--- config.mk ---
export PLATFORM = sky130hd
export DESIGN_NAME = serial_subtractor
export DESIGN_NICKNAME = d
export VERILOG_FILES = /design/src/rtl/serial_arith_pkg.sv /design/src/rtl/half_subtractor.sv /design/src/rtl/serial_subtractor.sv
export SDC_FILE = /design/constraint.sdc
export NUM_CORES = 1
export LEC_CHECK = 0
export BUFFER_PORTS_ARGS = -buffer_cell sky130_fd_sc_hd__buf_2
export CORE_UTILIZATION = 31
export CTS_CLUSTER_SIZE = 14
export DETAILED_ROUTE_END_ITERATION = 7
export PLACE_DENSITY = 0.54
export SETUP_SLACK_MARGIN = 0.1
export SLEW_MARGIN = 30
export SYNTH_ARGS = -nofsm -noshare
export SYNTH_HDL_FRONTEND = slang
export SYNTH_SLANG_ARGS = --single-unit
--- constraint.sdc ---
create_clock -name clk -period 4.5 [get_ports clk]
set_clock_uncertainty 0.15 [all_clocks]
set_input_delay 0.9 -clock clk [delete_from_list [all_inputs] [get_ports clk]]
set_output_delay 0.9 -clock clk [all_outputs]
set_load 0.02 [all_outputs]
--- src/rtl/serial_arith_pkg.sv ---
// Shared definitions for the bit-serial arithmetic blocks.
//   state_t   : controller state encoding (IDLE / SHIFT / DONE)
//   DEF_WIDTH : default operand width used when no parameter is given
package serial_arith_pkg;

   localparam int DEF_WIDTH = 4;

   typedef enum logic [1:0] {
      ST_IDLE  = 2'd0,
      ST_SHIFT = 2'd1,
      ST_DONE  = 2'd2
   } state_t;

endpackage

--- src/rtl/half_subtractor.sv ---
// One-bit half subtractor: x - y.
//   x  : minuend bit
//   y  : subtrahend bit
//   d  : difference bit (x ^ y)
//   bo : borrow out (~x & y)
// Two instances plus an OR form a full-subtract stage.
module half_subtractor (
   input  logic x,
   input  logic y,
   output logic d,
   output logic bo
);

   assign d  = x ^ y;
   assign bo = ~x & y;

endmodule

--- src/rtl/serial_subtractor.sv ---
// Bit-serial subtractor: diff = a - b, one bit per clock, LSB first.
//   clk, rst_n       : clock, asynchronous active-low reset
//   start            : request, sampled only in IDLE
//   a, b             : operands, captured when start is accepted
//   busy             : high while the WIDTH bits are being processed
//   done             : one-cycle pulse when diff/borrow_out/ovf are new
//   diff             : a - b modulo 2^WIDTH, held until the next completion
//   borrow_out       : unsigned borrow (a < b)
//   ovf              : signed two's-complement overflow of a - b
module serial_subtractor
   import serial_arith_pkg::*;
#(
   parameter int WIDTH = DEF_WIDTH
) (
   input  logic             clk,
   input  logic             rst_n,
   input  logic             start,
   input  logic [WIDTH-1:0] a,
   input  logic [WIDTH-1:0] b,
   output logic             busy,
   output logic             done,
   output logic [WIDTH-1:0] diff,
   output logic             borrow_out,
   output logic             ovf
);

   localparam int CNT_W = $clog2(WIDTH + 1);

   state_t             state, state_next;
   logic [WIDTH-1:0]   sa, sb, res;
   logic               bor;
   logic               a_msb, b_msb;
   logic [CNT_W-1:0]   cnt;
   logic               last_bit;

   // Full-subtract stage: (sa[0] - sb[0]) then minus the incoming borrow.
   logic d0, bo0, d_bit, bo1, bor_next;

   half_subtractor u_hs_op (
      .x  (sa[0]),
      .y  (sb[0]),
      .d  (d0),
      .bo (bo0)
   );

   half_subtractor u_hs_bor (
      .x  (d0),
      .y  (bor),
      .d  (d_bit),
      .bo (bo1)
   );

   assign bor_next = bo0 | bo1;
   assign last_bit = (cnt == CNT_W'(WIDTH - 1));

   // NOTE: sequential state uses non-blocking assignments so every register
   // samples the pre-edge values, independent of statement order.
   always_ff @(posedge clk or negedge rst_n) begin
      if (!rst_n) state <= ST_IDLE;
      else        state <= state_next;
   end

   always_comb begin
      // NOTE: every output of this block gets a default first; a path that
      // leaves one unassigned would infer a latch.
      state_next = state;
      busy       = 1'b0;
      done       = 1'b0;
      case (state)
         ST_IDLE:  if (start) state_next = ST_SHIFT;
         ST_SHIFT: begin
            busy = 1'b1;
            if (last_bit) state_next = ST_DONE;
         end
         ST_DONE:  begin
            done       = 1'b1;
            state_next = ST_IDLE;
         end
         default:  state_next = ST_IDLE;
      endcase
   end

   always_ff @(posedge clk or negedge rst_n) begin
      // NOTE: the shift registers are plain flops (not a memory), so they are
      // cleared on reset along with the visible outputs.
      if (!rst_n) begin
         sa         <= '0;
         sb         <= '0;
         res        <= '0;
         bor        <= 1'b0;
         a_msb      <= 1'b0;
         b_msb      <= 1'b0;
         cnt        <= '0;
         diff       <= '0;
         borrow_out <= 1'b0;
         ovf        <= 1'b0;
      end else begin
         case (state)
            ST_IDLE: begin
               if (start) begin
                  sa    <= a;
                  sb    <= b;
                  a_msb <= a[WIDTH-1];
                  b_msb <= b[WIDTH-1];
                  bor   <= 1'b0;
                  cnt   <= '0;
               end
            end
            ST_SHIFT: begin
               sa  <= sa >> 1;
               sb  <= sb >> 1;
               res <= {d_bit, res[WIDTH-1:1]};
               bor <= bor_next;
               cnt <= cnt + CNT_W'(1);
               // Results are published only on the edge that enters DONE,
               // so they stay stable throughout the following operation.
               if (last_bit) begin
                  diff       <= {d_bit, res[WIDTH-1:1]};
                  borrow_out <= bor_next;
                  ovf        <= (a_msb != b_msb) && (d_bit != a_msb);
               end
            end
            default: ;
         endcase
      end
   end

endmodule

==> results of run 1 <==
-- flip-flops by register name, indices dropped and copies added (netlist names) --
register and cells:
sb 4, borrow_out 1, a_msb 1, diff 4
state 2, sa 4, res 3, bor 1
cnt 3, b_msb 1, ovf 1
-- through the flow --
step | instances | setup slack, ps | total power (W)
final | 170 | 1880 | 0.000874
after global routing | 170 | 1730 | 0.000955
after CTS | 170 | 1870 | 0.000891
after detailed placement | 166 | 2080 | 0.000755
after global placement | 166 | 2120 | 0.000744
after floorplan | 107 | 2520 | 0.000670
-- power groups by stage --
stage,Combinational [W],Clock [W],Sequential (W)
after global placement,0.000345,0,0.000399
after CTS,0.000353,0.000140,0.000398
after detailed placement,0.000351,0,0.000403
final,0.000344,0.000132,0.000398
after global routing,0.000393,0.000149,0.000414
after floorplan,0.000271,0,0.000399
-- cell type report --
cell class	instances	area, um2
Fill cell	384	2150
Sequential cell	25	626
Multi-Input combinational cell	71	478
Timing Repair Buffer	18	90.1
Tap cell	46	57.6
Clock buffer	3	41.3
Inverter	6	22.5
Clock inverter	1	5.00
-- per-layer routing --
metal	part of all wire (%)	GRT usage [%]	vias to the layer above
met1	49	17.7	390
met3	1.7	1.27	2
met4	1.3	6.82	0
li1	-	-	399
met5	0	0	-
met2	48	18.0	7
-- how the worst max path moves through the flow --
stage	from	end	slack (ps)	cells past startpoint
after floorplan	state[0]	done	2520	2
after global placement	start	a_msb	2120	4
after detailed placement	start	a_msb	2080	4
after CTS	state[0]	busy	1870	3
after global routing	state[0]	busy	1730	3
final	state[0]	busy	1880	3
-- worst max-delay path, cell delays in order (launching register included) --
cell and delay [ps]:
dfrtp_1 680, nand2b_2 210, inv_2 220, buf_2 200
-- logic make-up (layout without fill, tap and decap cells) --
family | Yosys count | count (layout)
AO/OA/AOI/OAI | 30 | 30
adder cells (fa/ha/maj) | 3 | 3
buffers and inverters | 11 | 28
flip-flops | 25 | 25
multiplexers | 7 | 7
AND/OR/NAND/NOR | 31 | 31
-- placed cells by master, fill, tap and decap left out --
master,count
inv_2,2
nor2_1,1
and2b_4,1
nand3b_4,1
clkbuf_8,3
a2bb2oi_1,1
fa_1,1
o21ai_1,13
o21bai_1,1
nand2_1,16
a22oi_1,6
nor3b_1,1
a21oi_1,8
clkinv_2,1
nand2b_2,1
dfrtp_1,25
buf_2,18
ha_1,2
inv_1,4
nor2b_1,10
mux2_4,2
mux2_1,4
mux2i_1,1
a22o_1,1
==> run metrics, run 1 <==
Worst-Margin Slew=about 560 ps; CTS max path bufs=2; Main synth FF type=dfrtp_1; Adder-Cell Fraction of Synth Area=about 3.9%; crit path time final=2620 ps; top-count cell post-synth=dfrtp_1; Final TNS setup=0 ps; Die Area=4000 um2; fmax=approximately 380 MHz; max cap viols=0; WP data arrival=1570 ps; Slew Limit Headroom=62.7%; CTS tree=yes; Synth Area in Simple Gates=14.8%; Cell Int Power=0.000537 W; largest fanout on the critical path=14; total CTS buffers=3; post-cts sizing count=0; CTS clk-pin slew, worst paths=~90 ps; sw power=0.000337 W; Syn Inst Count=107; Buffers on Ports=18; Worst Reg-to-Reg Cells=3; Synth Register Bits=25; syn nets=about 120; drt first pass iters=4; CP Class=register to output port; routed length per instance=12.5 um; H-tree level count=1; I/O Pins=19; CP startpoint kind=register; first-pass GRT wire length=3830 um; ANT cells=0; r2r startpoint=state[1]; Layout Utilization=a little under two fifths; sequential area share after synthesis=53.8%; kind of end point of the critical path=output port; post-synthesis compound-gate area fraction=approximately 15%; r2r setup slk=2630 ps; post-route design area=1320 um2; Final nets=139; switch share=38.6%; Die W=about 63 um; largest net degree at the start of global routing=26; Critical Path RT=3450 ps; Slew Viols, Final=0; Mapped Area=1160 um2; Hold Fails Final Rpt=0; Placer Congestion=0.783; DIE HEIGHT=63.3 um; Final HPWL DP=1550 um; layout cells sized above 1=23.4%; core area=between 3000 and 4000 um2; Clk pwr share=15.1%; hold path depth=2; Hold Crit Class=register to register; largest cells by area after synthesis=dfrtp_1, o21ai_1, nor2b_1, nand2_1, a22oi_1; routed vias/inst=approximately 4.7; number of distinct library cells after synthesis=23; multiplexer share of the synthesized area=7.31%; Area growth syn-to-layout=13.4%; total grt overflow=0; hold_sp=res[1]; Logic pwr share=between 30% and 40%; Root Buffer=clkbuf_8; antenna violations before repair=0; worst r2r dst=b_msb; Total GRT Usage=12.3%; Post-DP Area=1270 um2; post-CTS setup buffer count=0; hold buffers post-CTS=0; antenna viol nets, final=0; post-synth top area share=53.8%; EDFF count, synth=0; XOR/XNOR share of the synthesized area=0%; status=complete, no violations; Starting Density=33.5%; fraction of registers with async set/reset=100%; worst vdd ir=0.175 mV; main combinational cell family by area after synthesis=compound AO/OA/AOI/OAI gates; Min Hold Slack=331 ps; drt drc=0; final setup fails=0; vias in the first global route=between 800 and 900; Mean Syn Cell Area=10.9 um2; RSZ-0062 raised after global routing=false; # rows=21; Power Dens Cells=662 nW/um2; Clock Latency Late Sink=around 260 ps; synth cell count leaders=dfrtp_1, nand2_1, o21ai_1; leak pwr=0.628 nW; Hold EP=res[1]; clock sinks=25; Synth area leader=dfrtp_1; Starting DRT DRC Count=25; Synth warnings=0; crit share post-route=58.1%; Seq pwr share=~46%; Vias=798; Routed WL=2130 um
Power figures use the tool's default switching activity.
==> run 2: changes to the inputs <==
==> constraint.sdc (replaced) <==
create_clock -name clk -period 2.45 [get_ports clk]
set_clock_uncertainty 0.15 [all_clocks]
set_input_delay 0.49 -clock clk [delete_from_list [all_inputs] [get_ports clk]]
set_output_delay 0.49 -clock clk [all_outputs]
set_load 0.02 [all_outputs]
==> run 2 against run 1 <==
Net effect: power rose by 84%; hold slack worse by 270 ps; core utilization rose by 0.18 points; largest cell class unchanged; largest power group unchanged; flip-flop and latch count did not move; highest routed layer unchanged; clock-buffer cell count increased by 1.
==> run metrics, run 2 (same netlist as run 1, synthesis figures left out) <==
status=complete, no violations; Slew Limit Headroom=62.5% (-0.15 points); layout cells sized above 1=23.2% (-0.19 points); fmax=461 MHz; worst vdd ir=0.289 mV (+66%); hold buffers post-CTS=0 (unchanged); H-tree level count=1 (unchanged); Clock Latency Late Sink=260 ps (about the same); CP Class=register to output port; Placer Congestion=0.803 (+2.5%); ANT cells=0 (unchanged); Root Buffer=clkbuf_8; # rows=21 (unchanged); leak pwr=0.630 nW (+0.34%); DRT met1 WL=1090 um (+4.1%); Critical Path RT=1810 ps (-1640 ps); kind of end point of the critical path=output port; Layout Cells excl Fill=171 (+0.59%); Vias=795 (-0.38%); Buffers on Ports=18 (unchanged); CP startpoint kind=register; setup ws final=281 ps (-1600 ps); Area growth syn-to-layout=14.0%; total grt overflow=0 (unchanged); routed vias/inst=4.65 (-0.96%); Final HPWL DP=1550 um (about the same); WP data arrival=1530 ps (-40 ps); Hold Crit Class=input pin to asynchronous set/reset pin; drt first pass iters=4 (unchanged); Starting DRT DRC Count=18 (-28%); total CTS buffers=3 (unchanged); crit path time final=between 2000 and 2500 ps; Die Area=4000 um2 (unchanged); Worst-Margin Slew=562 ps (+2.22 ps); Worst Reg-to-Reg Cells=5 (+2); max cap viols=0 (unchanged); first-pass GRT wire length=3540 um (-7.6%); core area=3470 um2 (unchanged); CTS max path bufs=2 (unchanged); r2r startpoint=sb[0]; Top Registers=diff (4), sa (4), sb (4); Final TNS setup=0 ps (unchanged); Pwr Total=0.00161 W (+84%); clock sinks=25 (unchanged); Starting Density=33.5% (unchanged); largest fanout on the critical path=14 (unchanged); met2 wire length=949 um (-6.9%); final setup fails=0 (unchanged); Die W=63.3 um (unchanged); commonest cells after routing, fill and taps aside=dfrtp_1, buf_2, nand2_1; antenna viol nets, final=0 (unchanged); antenna violations before repair=0 (unchanged); routed length per instance=12.4 um (-0.77%); dpl cells=167 (+0.60%); Routed WL=2120 um (-0.19%); Place WS=547 ps (-1530 ps); CTS clk-pin slew, worst paths=80 ps (about the same); WL met3=60 um (+62%); commonest non-fill, non-tap cell in the layout=dfrtp_1; Final nets=140 (+0.72%); RSZ-0062 raised after global routing=false; I/O Pins=19 (unchanged); post-CTS setup buffer count=0 (unchanged); max layer used=met4; crit share post-route=88.5%; drt drc=0 (unchanged); Hold Fails Final Rpt=0 (unchanged); largest net degree at the start of global routing=26 (unchanged); vias in the first global route=755 (-6.3%); DIE HEIGHT=63.3 um (unchanged); worst r2r dst=ovf; Power Dens Cells=1210 nW/um2 (+83%); CTS tree=yes; Total GRT Usage=11.4% (-0.90 points); post-cts sizing count=0 (unchanged); Slew Viols, Final=0 (unchanged); r2r setup slk=840 ps (-1790 ps)
-- run 2: changes by cell type in the layout (fill, tap and decap cells not counted), sizes merged --
cell,change
clkinv,-1
clkbuf,+1
buf,+1
-- run 2: cell type report --
cell class | count | area, um2
inverters | 6 | 22.5
flip-flops and latches | 25 | 626
well taps | 46 | 57.6
repair buffers | 19 | 97.6
clock buffers | 4 | 45.0
multi-input cells | 71 | 478
fillers | 371 | 2140
-- run 2: critical path: stages, from the launching register on --
cell,delay [ps]
dfrtp_1,660
nand2b_2,200
inv_2,210
buf_2,200
-- run 2: worst max-delay path by stage --
stage              from   end  depth (start not counted)
4_1_cts        state[0]  busy                          3
2_1_floorplan  state[0]  done                          2
3_3_place_gp   state[0]  busy                          3
6_report       state[0]  busy                          3
3_5_place_dp   state[0]  busy                          3
5_1_grt        state[0]  busy                          3
-- run 2: per-layer routing --
| metal | track usage (%) | vias to the layer above |
|---|---|---|
| met5 | 0 | - |
| met4 | 6.82 | 0 |
| met3 | 1.27 | 2 |
| met2 | 15.9 | 9 |
| met1 | 16.9 | 386 |
| li1 | - | 398 |
-- run 2: power breakdown --
group          switching, W  internal, W
sequential         0.000143     0.000584
clock              0.000119     0.000116
combinational      0.000350     0.000294
total              0.000612     0.000994
-- run 2: through the flow --
step	instance area [um2]	util (%)	hold WS, ps
after global routing	1330	38.2	99.2
after floorplan	1160	-	44.4
after detailed placement	1280	36.9	316
after CTS	1330	38.2	75.4
after global placement	1280	36.9	315
final	1330	38.2	61.3
